[config.mk]
export PLATFORM = sky130hd
export DESIGN_NAME = uart_boot_host
export DESIGN_NICKNAME = d
export VERILOG_FILES = /design/src/rtl/uart_boot_pkg.sv /design/src/rtl/uart_tx_byte.sv /design/src/rtl/uart_boot_host.sv
export SDC_FILE = /design/constraint.sdc
export NUM_CORES = 1
export LEC_CHECK = 0
export BUFFER_PORTS_ARGS = -buffer_cell sky130_fd_sc_hd__clkbuf_2
export CAP_MARGIN = 20
export CORE_UTILIZATION = 45
export DETAILED_ROUTE_END_ITERATION = 7
export GPL_TIMING_DRIVEN = 0
export PLACE_DENSITY = 0.7
export SLEW_MARGIN = 20
export SYNTH_ARGS = -nofsm -noshare
export SYNTH_HDL_FRONTEND = slang
export SYNTH_SLANG_ARGS = --single-unit
[constraint.sdc]
create_clock -name i_clk -period 6.05 [get_ports i_clk]
set_clock_uncertainty 0.2 [all_clocks]
set_input_delay 1.21 -clock i_clk [delete_from_list [all_inputs] [get_ports i_clk]]
set_output_delay 1.21 -clock i_clk [all_outputs]
set_load 0.02 [all_outputs]
[src/rtl/uart_boot_pkg.sv]
// Shared types and constants for the UART boot host.
package uart_boot_pkg;

  typedef enum logic [2:0] {
    ST_IDLE     = 3'd0,
    ST_DTR      = 3'd1,
    ST_BOOTWAIT = 3'd2,
    ST_HDR      = 3'd3,
    ST_DATA     = 3'd4,
    ST_ACKWAIT  = 3'd5,
    ST_DONE     = 3'd6,
    ST_ERROR    = 3'd7
  } boot_state_t;

  localparam int unsigned HDR_BYTES  = 4;
  localparam int unsigned FRAME_BITS = 10;

  // Little-endian byte idx of the 32-bit length header.
  function automatic logic [7:0] hdr_byte(input logic [31:0] len32, input logic [1:0] idx);
    logic [7:0] b;
    case (idx)
      2'd0:    b = len32[7:0];
      2'd1:    b = len32[15:8];
      2'd2:    b = len32[23:16];
      2'd3:    b = len32[31:24];
      default: b = 8'h00;
    endcase
    return b;
  endfunction

endpackage

[src/rtl/uart_tx_byte.sv]
// 8N1 UART transmitter. A new byte is taken in the last cycle of the
// previous stop bit, so consecutive frames run back-to-back.
module uart_tx_byte
  import uart_boot_pkg::*;
#(
  parameter int unsigned CLK_DIV = 217
) (
  input  logic       i_clk,
  input  logic       i_rst_n,
  input  logic [7:0] i_data,
  input  logic       i_valid,
  output logic       o_ready,
  output logic       o_tx
);

  localparam int unsigned     DIV_W    = (CLK_DIV > 1) ? $clog2(CLK_DIV) : 1;
  localparam logic [DIV_W-1:0] DIV_LAST = DIV_W'(CLK_DIV - 1);
  localparam logic [3:0]       BIT_LAST = 4'(FRAME_BITS - 1);

  logic             active_q, active_d;
  logic [DIV_W-1:0] div_q, div_d;
  logic [3:0]       bit_q, bit_d;
  logic [8:0]       sh_q, sh_d;
  logic             tx_q, tx_d;
  logic             stop_end_s;

  assign stop_end_s = active_q && (bit_q == BIT_LAST) && (div_q == DIV_LAST);
  assign o_ready    = !active_q || stop_end_s;
  assign o_tx       = tx_q;

  // Bit timing, shift register and line level for the current frame.
  always_comb begin
    active_d = active_q;
    div_d    = div_q;
    bit_d    = bit_q;
    sh_d     = sh_q;
    tx_d     = tx_q;
    if (o_ready && i_valid) begin
      // Start bit goes out now; remaining bits are data LSB first, then stop.
      active_d = 1'b1;
      div_d    = '0;
      bit_d    = 4'd0;
      sh_d     = {1'b1, i_data};
      tx_d     = 1'b0;
    end else if (stop_end_s) begin
      active_d = 1'b0;
      div_d    = '0;
      bit_d    = 4'd0;
      tx_d     = 1'b1;
    end else if (active_q) begin
      if (div_q == DIV_LAST) begin
        div_d = '0;
        bit_d = bit_q + 4'd1;
        tx_d  = sh_q[0];
        sh_d  = {1'b1, sh_q[8:1]};
      end else begin
        div_d = div_q + {{(DIV_W-1){1'b0}}, 1'b1};
      end
    end else begin
      tx_d = 1'b1;
    end
  end

  // Transmitter state registers; line idles high in reset.
  always_ff @(posedge i_clk or negedge i_rst_n) begin
    if (!i_rst_n) begin
      active_q <= 1'b0;
      div_q    <= '0;
      bit_q    <= 4'd0;
      sh_q     <= 9'h1FF;
      tx_q     <= 1'b1;
    end else begin
      active_q <= active_d;
      div_q    <= div_d;
      bit_q    <= bit_d;
      sh_q     <= sh_d;
      tx_q     <= tx_d;
    end
  end

endmodule

[src/rtl/uart_boot_host.sv]
// Host side of the UART bootloader link: pulses DTR, waits for the target
// bootloader, streams a 4-byte length header plus the ROM image, then waits
// for a single acknowledge byte.
module uart_boot_host
  import uart_boot_pkg::*;
#(
  parameter int unsigned CLK_DIV     = 217,
  parameter int unsigned DTR_CYCLES  = 5_500_000,
  parameter int unsigned BOOT_WAIT   = 250_000,
  parameter int          ADDR_W      = 13,
  parameter int unsigned ACK_TIMEOUT = 25_000_000,
  parameter logic [7:0]  ACK_BYTE    = 8'h06
) (
  input  logic              i_clk,
  input  logic              i_rst_n,
  input  logic              i_start,
  input  logic [ADDR_W:0]   i_len,
  output logic [ADDR_W-1:0] o_mem_addr,
  input  logic [7:0]        i_mem_data,
  input  logic [7:0]        i_rx_data,
  input  logic              i_rx_valid,
  output logic              o_tx,
  output logic              o_dtr_n,
  output logic              o_busy,
  output logic              o_done,
  output logic              o_error
);

  localparam logic [ADDR_W:0] ADDR_ONE = {{ADDR_W{1'b0}}, 1'b1};

  boot_state_t     state_q, state_d;
  logic [31:0]     cnt_q, cnt_d;
  logic [2:0]      hdr_idx_q, hdr_idx_d;
  logic [ADDR_W:0] addr_q, addr_d;
  logic [ADDR_W:0] len_q, len_d;
  logic            dtr_n_q, dtr_n_d;
  logic            busy_q, busy_d;
  logic            done_q, done_d;
  logic            error_q, error_d;
  logic            tx_valid_s;
  logic [7:0]      tx_data_s;
  logic            tx_ready_s;

  uart_tx_byte #(.CLK_DIV(CLK_DIV)) u_tx (
    .i_clk   (i_clk),
    .i_rst_n (i_rst_n),
    .i_data  (tx_data_s),
    .i_valid (tx_valid_s),
    .o_ready (tx_ready_s),
    .o_tx    (o_tx)
  );

  assign o_mem_addr = addr_q[ADDR_W-1:0];
  assign o_dtr_n    = dtr_n_q;
  assign o_busy     = busy_q;
  assign o_done     = done_q;
  assign o_error    = error_q;

  // Sequencer: next state, shared counter, byte indices and status flags.
  always_comb begin
    state_d    = state_q;
    cnt_d      = cnt_q;
    hdr_idx_d  = hdr_idx_q;
    addr_d     = addr_q;
    len_d      = len_q;
    dtr_n_d    = dtr_n_q;
    busy_d     = busy_q;
    done_d     = done_q;
    error_d    = error_q;
    tx_valid_s = 1'b0;
    tx_data_s  = 8'h00;
    case (state_q)
      ST_IDLE, ST_DONE, ST_ERROR: begin
        if (i_start) begin
          state_d   = ST_DTR;
          cnt_d     = 32'd0;
          hdr_idx_d = 3'd0;
          addr_d    = '0;
          len_d     = i_len;
          busy_d    = 1'b1;
          done_d    = 1'b0;
          error_d   = 1'b0;
        end else begin
          busy_d = 1'b0;
        end
      end
      ST_DTR: begin
        // DTR drops one cycle after entry and stays low for DTR_CYCLES.
        if (cnt_q == DTR_CYCLES) begin
          dtr_n_d = 1'b1;
          cnt_d   = 32'd0;
          state_d = ST_BOOTWAIT;
        end else begin
          dtr_n_d = 1'b0;
          cnt_d   = cnt_q + 32'd1;
        end
      end
      ST_BOOTWAIT: begin
        // Leave one cycle early: the transmitter loads the first byte a cycle
        // after HDR is entered, putting the start bit at exactly BOOT_WAIT.
        if (cnt_q + 32'd2 >= BOOT_WAIT) begin
          state_d = ST_HDR;
        end else begin
          cnt_d = cnt_q + 32'd1;
        end
      end
      ST_HDR: begin
        if (hdr_idx_q < 3'(HDR_BYTES)) begin
          tx_valid_s = 1'b1;
          tx_data_s  = hdr_byte(32'(len_q), hdr_idx_q[1:0]);
          if (tx_ready_s) begin
            hdr_idx_d = hdr_idx_q + 3'd1;
          end else begin
            hdr_idx_d = hdr_idx_q;
          end
        end else if (len_q != '0) begin
          state_d = ST_DATA;
        end else if (tx_ready_s) begin
          state_d = ST_ACKWAIT;
          cnt_d   = 32'd0;
        end else begin
          state_d = ST_HDR;
        end
      end
      ST_DATA: begin
        // Address already points at the byte to send; it advances on accept
        // so the ROM has a full frame to return the next byte.
        if (addr_q != len_q) begin
          tx_valid_s = 1'b1;
          tx_data_s  = i_mem_data;
          if (tx_ready_s) begin
            addr_d = addr_q + ADDR_ONE;
          end else begin
            addr_d = addr_q;
          end
        end else if (tx_ready_s) begin
          // Last stop bit ends at this edge; the ack timeout starts here.
          state_d = ST_ACKWAIT;
          cnt_d   = 32'd0;
        end else begin
          state_d = ST_DATA;
        end
      end
      ST_ACKWAIT: begin
        if (i_rx_valid) begin
          busy_d = 1'b0;
          if (i_rx_data == ACK_BYTE) begin
            state_d = ST_DONE;
            done_d  = 1'b1;
          end else begin
            state_d = ST_ERROR;
            error_d = 1'b1;
          end
        end else if (cnt_q == ACK_TIMEOUT) begin
          busy_d  = 1'b0;
          state_d = ST_ERROR;
          error_d = 1'b1;
        end else begin
          cnt_d = cnt_q + 32'd1;
        end
      end
      default: begin
        state_d = ST_IDLE;
        busy_d  = 1'b0;
        dtr_n_d = 1'b1;
      end
    endcase
  end

  // Sequencer registers; reset releases DTR and clears all status.
  always_ff @(posedge i_clk or negedge i_rst_n) begin
    if (!i_rst_n) begin
      state_q   <= ST_IDLE;
      cnt_q     <= 32'd0;
      hdr_idx_q <= 3'd0;
      addr_q    <= '0;
      len_q     <= '0;
      dtr_n_q   <= 1'b1;
      busy_q    <= 1'b0;
      done_q    <= 1'b0;
      error_q   <= 1'b0;
    end else begin
      state_q   <= state_d;
      cnt_q     <= cnt_d;
      hdr_idx_q <= hdr_idx_d;
      addr_q    <= addr_d;
      len_q     <= len_d;
      dtr_n_q   <= dtr_n_d;
      busy_q    <= busy_d;
      done_q    <= done_d;
      error_q   <= error_d;
    end
  end

endmodule

# Yosys cells after proc, flatten, opt, wreduce, memory -nomap -nowiden
# Index checks and enable logic that the tools add are counted.
# totals
in_bits	34
out_inout_bits	18
wordCells	153
reg_bits	93
# classes
n_eq_ne	35
n_mux	68
n_addsub	6
magnitude_cmp	2
n_reduce_logical	28
# ops
cell	n
32-bit two-way mux	9
32-bit case mux with 6 select lines	1
8-bit two-way mux	6
14-bit two-way mux	3
3-bit two-way mux	12
9-bit two-way mux	4
32-bit by 1-bit adder with 32-bit output, second input constant	1
32-bit by 2-bit adder with 32-bit output, second input constant	1
32-bit by 23-bit equality test with 1-bit output, second input constant	1
32-bit by 25-bit equality test with 1-bit output, second input constant	1
32-bit by 18-bit greater-or-equal comparator with 1-bit output, second input constant	1
2-bit inequality test, second input constant	14
14-bit case mux with 2 select lines	1
8-bit case mux with 3 select lines	1
1-bit two-way mux	20
3-bit case mux with 6 select lines	1
4-bit two-way mux	4
8-bit case mux with 2 select lines	1
4-bit AND reduction	4
14-bit by 1-bit adder with 14-bit output, second input constant	1
14-bit inequality test	1
14-bit nonzero test	1
3-bit equality test, second input constant	4
2-bit nonzero test	6
other kinds (28)	40

# Logic depth before layout (Yosys ltp)
# depth
ltp_word	8
depth_mapped	12
ltp_nobuf	10

# Hierarchy
# From an unflattened synthesis, not the netlist that was laid out.
# unflattened
cells_unflattened	707
area_unflattened_um2	6322.3
# by_module_without_submodules
mod	seq_area_each_um2	instances	area_per_inst_um2	cells_each
uart_boot_host	1752.9	1	5122.4	600
uart_tx_byte	561.8	1	1199.9	107

# Least setup slack after synthesis
# OpenSTA, ideal clock, no wires.
# synth_timing
path_kind	register to register
start	register cnt_q[2]
end	register cnt_q[5]
path_buffers	1
path_slack_ps	3009
setup_ps	136
path_stages_with_launch	11
arrival_time_ps	2705
period_less_slack_ps	3041
required_ps	5714
path_cell_list	dfrtp_1 ha_1 nand3_1 or4_1 nor3_1 xnor2_1 o21ai_1 o31a_1 buf_2 o31ai_1 o41ai_2
# synth_between
elab_chain_cells	4
elab_cells_between_ends	13
cone_classes	2 x add/sub; 1 x order compare; 4 x eq/ne; 5 x mux; 1 x reduce/logical
# synth_lines
item	line	rtl
start: declaration	uart_boot_host.sv:32	logic [31:0] cnt_q, cnt_d;
start signal: assignment	uart_boot_host.sv:184	cnt_q <= cnt_d;
32-bit by 2-bit adder with 32-bit output or 32-bit by 1-bit adder with 32-bit output (tied branches)	-	
32-bit by 18-bit greater-or-equal comparator with 1-bit output or 32-bit two-way mux (tied branches)	uart_boot_host.sv:101, uart_boot_host.sv:154	
2-bit inequality test (no line) or 32-bit two-way mux (tied branches)	-	
7-bit AND reduction (no line) or 32-bit case mux with 6 select lines (tied branches)	-	
# Parallel ways exist; a longest one is shown, timed or not. The select of a mux whose other input is x is not followed.
# A chain may end at the register's enable or synchronous reset.

# Final worst setup path
# layout_timing
start	register cnt_q[18]
end	register cnt_q[22]
# The elaborated chain is that of the path after synthesis.

==> flow_results.org <==
** Status
- Run status :: complete, no violations

** Detailed routing
- The final layout contains routed wiring with a total length of 17,700 µm.
- The detail route stage leaves a number of antenna-violating nets equal to 0.
- Remaining design rule violation count :: 0
- Count of TritonRoute iterations in the first routing pass :: 6
- Count of vias placed by the detailed router :: 5,906
- Routed len/inst :: 18.4 µm
- Drt via density :: 6.15
- After the first detailed-routing iteration, the DRC count stood at 635.

** Logic synthesis
- Post-synthesis async set-or-reset flop share :: 100%
- Cells after Synth :: 718
- A synthesized cell averages 8.69 µm².
- Number of flip-flops and latches in the synthesized netlist :: 92
- Number of flops mapped to enable cells by yosys :: 0
- The mapped netlist covers 0.00624 mm².
- The Yosys step of the flow raised 0 warnings.
- Count of distinct cell types in the synthesized netlist :: 75
- sky130_fd_sc_hd__dfrtp_1 takes more of the synthesized area than any other cell.
- The number of nets in the synthesized netlist is 763.
- Synth area leaders :: sky130_fd_sc_hd__dfrtp_1 (33%), sky130_fd_sc_hd__o31ai_1 (5.1%), sky130_fd_sc_hd__dfstp_2 (4.2%), sky130_fd_sc_hd__o21ai_0 (3.9%), sky130_fd_sc_hd__xnor2_1 (3.8%)
- The synthesized design devotes to its leading area cell type 32.9% of total area.
- Flip-flop cell with the highest count after synthesis :: sky130_fd_sc_hd__dfrtp_1
- Sequential area share after synthesis :: 37.1%

** Setup path
- Grouping stages by cell kind, the critical path spends the most delay in simple AND/OR/NAND/NOR gates.
- The largest single stage delay on the critical path is 680 ps.
- Critical setup path kind :: reg -> reg
- STA classifies the critical path startpoint as a flip-flop.
- The critical path goes through buf_2, or4b_2, nor4_1, a21oi_1, a211oi_2, clkbuf_1, nor2_1, o31ai_1, o31ai_2.
- The worst register-to-register path ends at cnt_q[22].
- Counting cells, the worst reg-to-reg path comes to 9.
- Critical path required time :: 6080 ps
- Worst path bufs/invs :: 2
- Maximum fanout count along the critical path :: 10
- On the critical path, the stage with the largest delay is an instance of sky130_fd_sc_hd__or4b_2.
- Register-to-Register Setup Slack :: 2380 ps
- The startpoint identified for the worst register-to-register timing path is cnt_q[18].
- Endpoint kind of the worst setup timing path :: flip-flop
- For the worst setup path, the data arrival time is 3700 ps.

** GRT
- GRT Resource Usage Total :: 25.8%
- Summed over all layers, the global routing overflow is 0.
- The first global-routing pass estimated 29,100 µm of wire.
- Vias in the first global route :: 5,641
- Pin count of the biggest net entering global routing :: 93
- The initial antenna violation count was 0.

** Layout
- Layout net count :: 825
- Leaving out fill and tap cells, the most frequent cell in the layout is sky130_fd_sc_hd__dfrtp_1.
- Layout cell share with drive strength beyond 1 :: 20.5%
- Inserted Diodes :: 0
- Compared with the post-synthesis result, the final layout area differs by 13.1%.
- Commonest cells after routing, fill and taps aside :: sky130_fd_sc_hd__dfrtp_1 (82), sky130_fd_sc_hd__nand2_1 (62), sky130_fd_sc_hd__nor2_1 (60)

** CTS
- Buffers inserted during clock tree synthesis total 9.
- The number of hold buffers added after CTS was 0.
- CTS root buffer :: sky130_fd_sc_hd__clkbuf_16
- CTS-repair resized insts :: 0
- Buffers added to address setup during post-CTS repair amount to 0.
- TritonCTS built the clock tree.
- In this run the deepest clock path goes through 2 buffers.
- Clock-pin slew was measured on the worst setup and hold paths at 70 ps.
- Total number of clock tree sinks :: 92
- Clock network latency to the later pin of the worst-skew pair :: 360 ps
- H-tree levels :: 3

** STA
- Timing would allow up to 0.273 GHz.
- Setup repair after global routing left no endpoint under its margin.
- The routed design could run at a clock period as short as 3670 ps.
- Across all setup checks in the final design, the least slack found is 2380 ps.
- The final hold violation count came to 0.
- Setup violations remaining at the end of the flow were counted as 0.
- Ratio of final minimum period to clock period :: 60.6%
- The worst pin sits at a relative slew slack of 42.1%.
- Least-Margin Pin Slew :: 866 ps
- Final slew viol count :: 0
- Setup Total Neg Slack :: 0 ps

** Die
- Placeable core region :: 0.0134 mm²
- The floorplan has 42 rows.
- Starting density of the core :: 46.6%
- The die covers 0.0143 mm².
- In this run the count of I/O pins placed on the die edge is 52.
- The die is 120 µm wide.
- Height of the die :: 120 µm

** Min path
- The min-delay analysis places its worst path in the category reg -> reg.
- The worst hold path terminates at o_dtr_n.
- Cell depth of the worst hold path :: 2
- The startpoint identified for the worst hold timing path is o_dtr_n.

** Placement
- Routability-driven placement finished with a final weighted congestion of 0.908.
- Timing analysis after detailed placement gives a worst setup slack of 2510 ps.
- Number of port buffers :: 51
- The wire-length estimate of the detail-placed layout is 12,700 µm.

** Power
- Design internal power :: 0.00155 W
- Power dissipated by switching net loads :: 0.00115 W
- Part of the power in the clock network :: 23.5%
- Switching share of power :: 42.7%
- Worst supply voltage drop on vdd :: 0.000168 V
- For this design the static power due to leakage is 2.96 nW.
- Power share of the sequential group :: 35.0%
- Dividing total power by cell area gives a power density of 383 mW/mm².
- The share of total power dissipated in combinational logic is 41.4%.

** Job
- Max-cap violations in this run came to 0.
[state kept, by name (all words and copies together) (netlist names), 3 cells and up]
signal and cells:
u_tx.bit_q 4, u_tx.sh_q 8, len_q 14, state_q 3, cnt_q 32, addr_q 14, u_tx.div_q 8, hdr_idx_q 3
[stage by stage]
step / util [%] / instance area [µm²] / hold slack, ps / instances / power (W)
floorplan: - / 6240 / 245 / 718 / 0.00170
global placement: 50.1 / 6720 / 257 / 945 / 0.00201
detailed placement: 50.2 / 6720 / 253 / 945 / 0.00205
CTS: 52.7 / 7060 / 263 / 961 / 0.00270
global route: 52.7 / 7060 / 280 / 961 / 0.00287
finish: 52.7 / 7060 / 259 / 961 / 0.00270
[logic make-up after synthesis]
family                     count (synthesis)  synth area share [%]
muxes                                     17                  3.03
and+or+nand+nor                          276                  23.7
AOI/OAI and AO/OA                        197                  22.2
DFF                                       92                  37.1
xor gates and xnor gates                  33                  4.63
buffers and inverters                     92                  7.10
adders and majority gates                 11                  2.21
[worst reg2reg max path, cell delays in order, from the launching register on]
cell	delay, ps
sky130_fd_sc_hd__dfrtp_1	350
sky130_fd_sc_hd__buf_2	170
sky130_fd_sc_hd__or4b_2	680
sky130_fd_sc_hd__nor4_1	460
sky130_fd_sc_hd__a21oi_1	240
sky130_fd_sc_hd__a211oi_2	350
sky130_fd_sc_hd__clkbuf_1	580
sky130_fd_sc_hd__nor2_1	110
sky130_fd_sc_hd__o31ai_1	270
sky130_fd_sc_hd__o31ai_2	110
[layer usage]
metal | track usage [%] | vias up | wire length, µm
met1 | 34.4 | 2895 | 7770
li1 | - | 2782 | -
met4 | 9.53 | 0 | 416
met3 | 4.71 | 30 | 996
met5 | 0 | - | 0
met2 | 41.7 | 199 | 8550
[final cells by class]
type | count | area [µm²]
clock buffer | 9 | 225
clock inverter | 7 | 106
sequential | 92 | 2310
buffer | 69 | 357
timing repair buffer | 51 | 264
fill | 1238 | 6340
inverter | 23 | 86.3
multi-input combinational | 534 | 3480
tap | 176 | 220
[synth_stat cells, types with 4 or more instances]
cell type,n
sky130_fd_sc_hd__nand3b_1,4
sky130_fd_sc_hd__or4_1,9
sky130_fd_sc_hd__or3_1,10
sky130_fd_sc_hd__a21oi_1,28
sky130_fd_sc_hd__inv_1,23
sky130_fd_sc_hd__and3_1,6
sky130_fd_sc_hd__buf_1,5
sky130_fd_sc_hd__mux2_2,14
sky130_fd_sc_hd__o41ai_1,6
sky130_fd_sc_hd__dfrtp_1,82
sky130_fd_sc_hd__o41ai_2,4
sky130_fd_sc_hd__nor3_1,24
sky130_fd_sc_hd__nor2b_1,6
sky130_fd_sc_hd__nor4_1,16
sky130_fd_sc_hd__nand4_2,4
sky130_fd_sc_hd__dfstp_2,10
sky130_fd_sc_hd__xor2_1,6
sky130_fd_sc_hd__buf_2,26
sky130_fd_sc_hd__a31oi_1,10
sky130_fd_sc_hd__nand3_1,23
sky130_fd_sc_hd__nor2_1,60
sky130_fd_sc_hd__o31ai_2,6
sky130_fd_sc_hd__o31ai_1,42
sky130_fd_sc_hd__buf_4,13
sky130_fd_sc_hd__nand2b_1,9
sky130_fd_sc_hd__nand2_1,62
sky130_fd_sc_hd__ha_1,11
sky130_fd_sc_hd__a221o_1,6
sky130_fd_sc_hd__o21ai_0,49
sky130_fd_sc_hd__nand4_1,22
sky130_fd_sc_hd__xnor2_1,27
sky130_fd_sc_hd__clkbuf_1,22
sky130_fd_sc_hd__o21ai_1,10
[power groups by stage]
stage / registers, W / clock network [W] / logic, W
after CTS: 0.000941 / 0.000653 / 0.00111
after global placement: 0.000945 / 0 / 0.00106
after global routing: 0.000966 / 0.000674 / 0.00123
after floorplan: 0.000914 / 0 / 0.000783
after detailed placement: 0.000953 / 0 / 0.00110
final: 0.000946 / 0.000635 / 0.00112
[worst max path at each step]
stage                   start         end  slack [ps]  cells past startpoint
finish              cnt_q[18]   cnt_q[22]        2380                      9
detailed placement  cnt_q[18]   cnt_q[28]        2510                      9
global route        cnt_q[18]   cnt_q[28]        2230                      9
floorplan            cnt_q[2]    cnt_q[5]        3010                     10
CTS                 cnt_q[18]   cnt_q[22]        2490                      9
global placement      i_rst_n  addr_q[10]        2460                      1
Power figures use the tool's default switching activity.
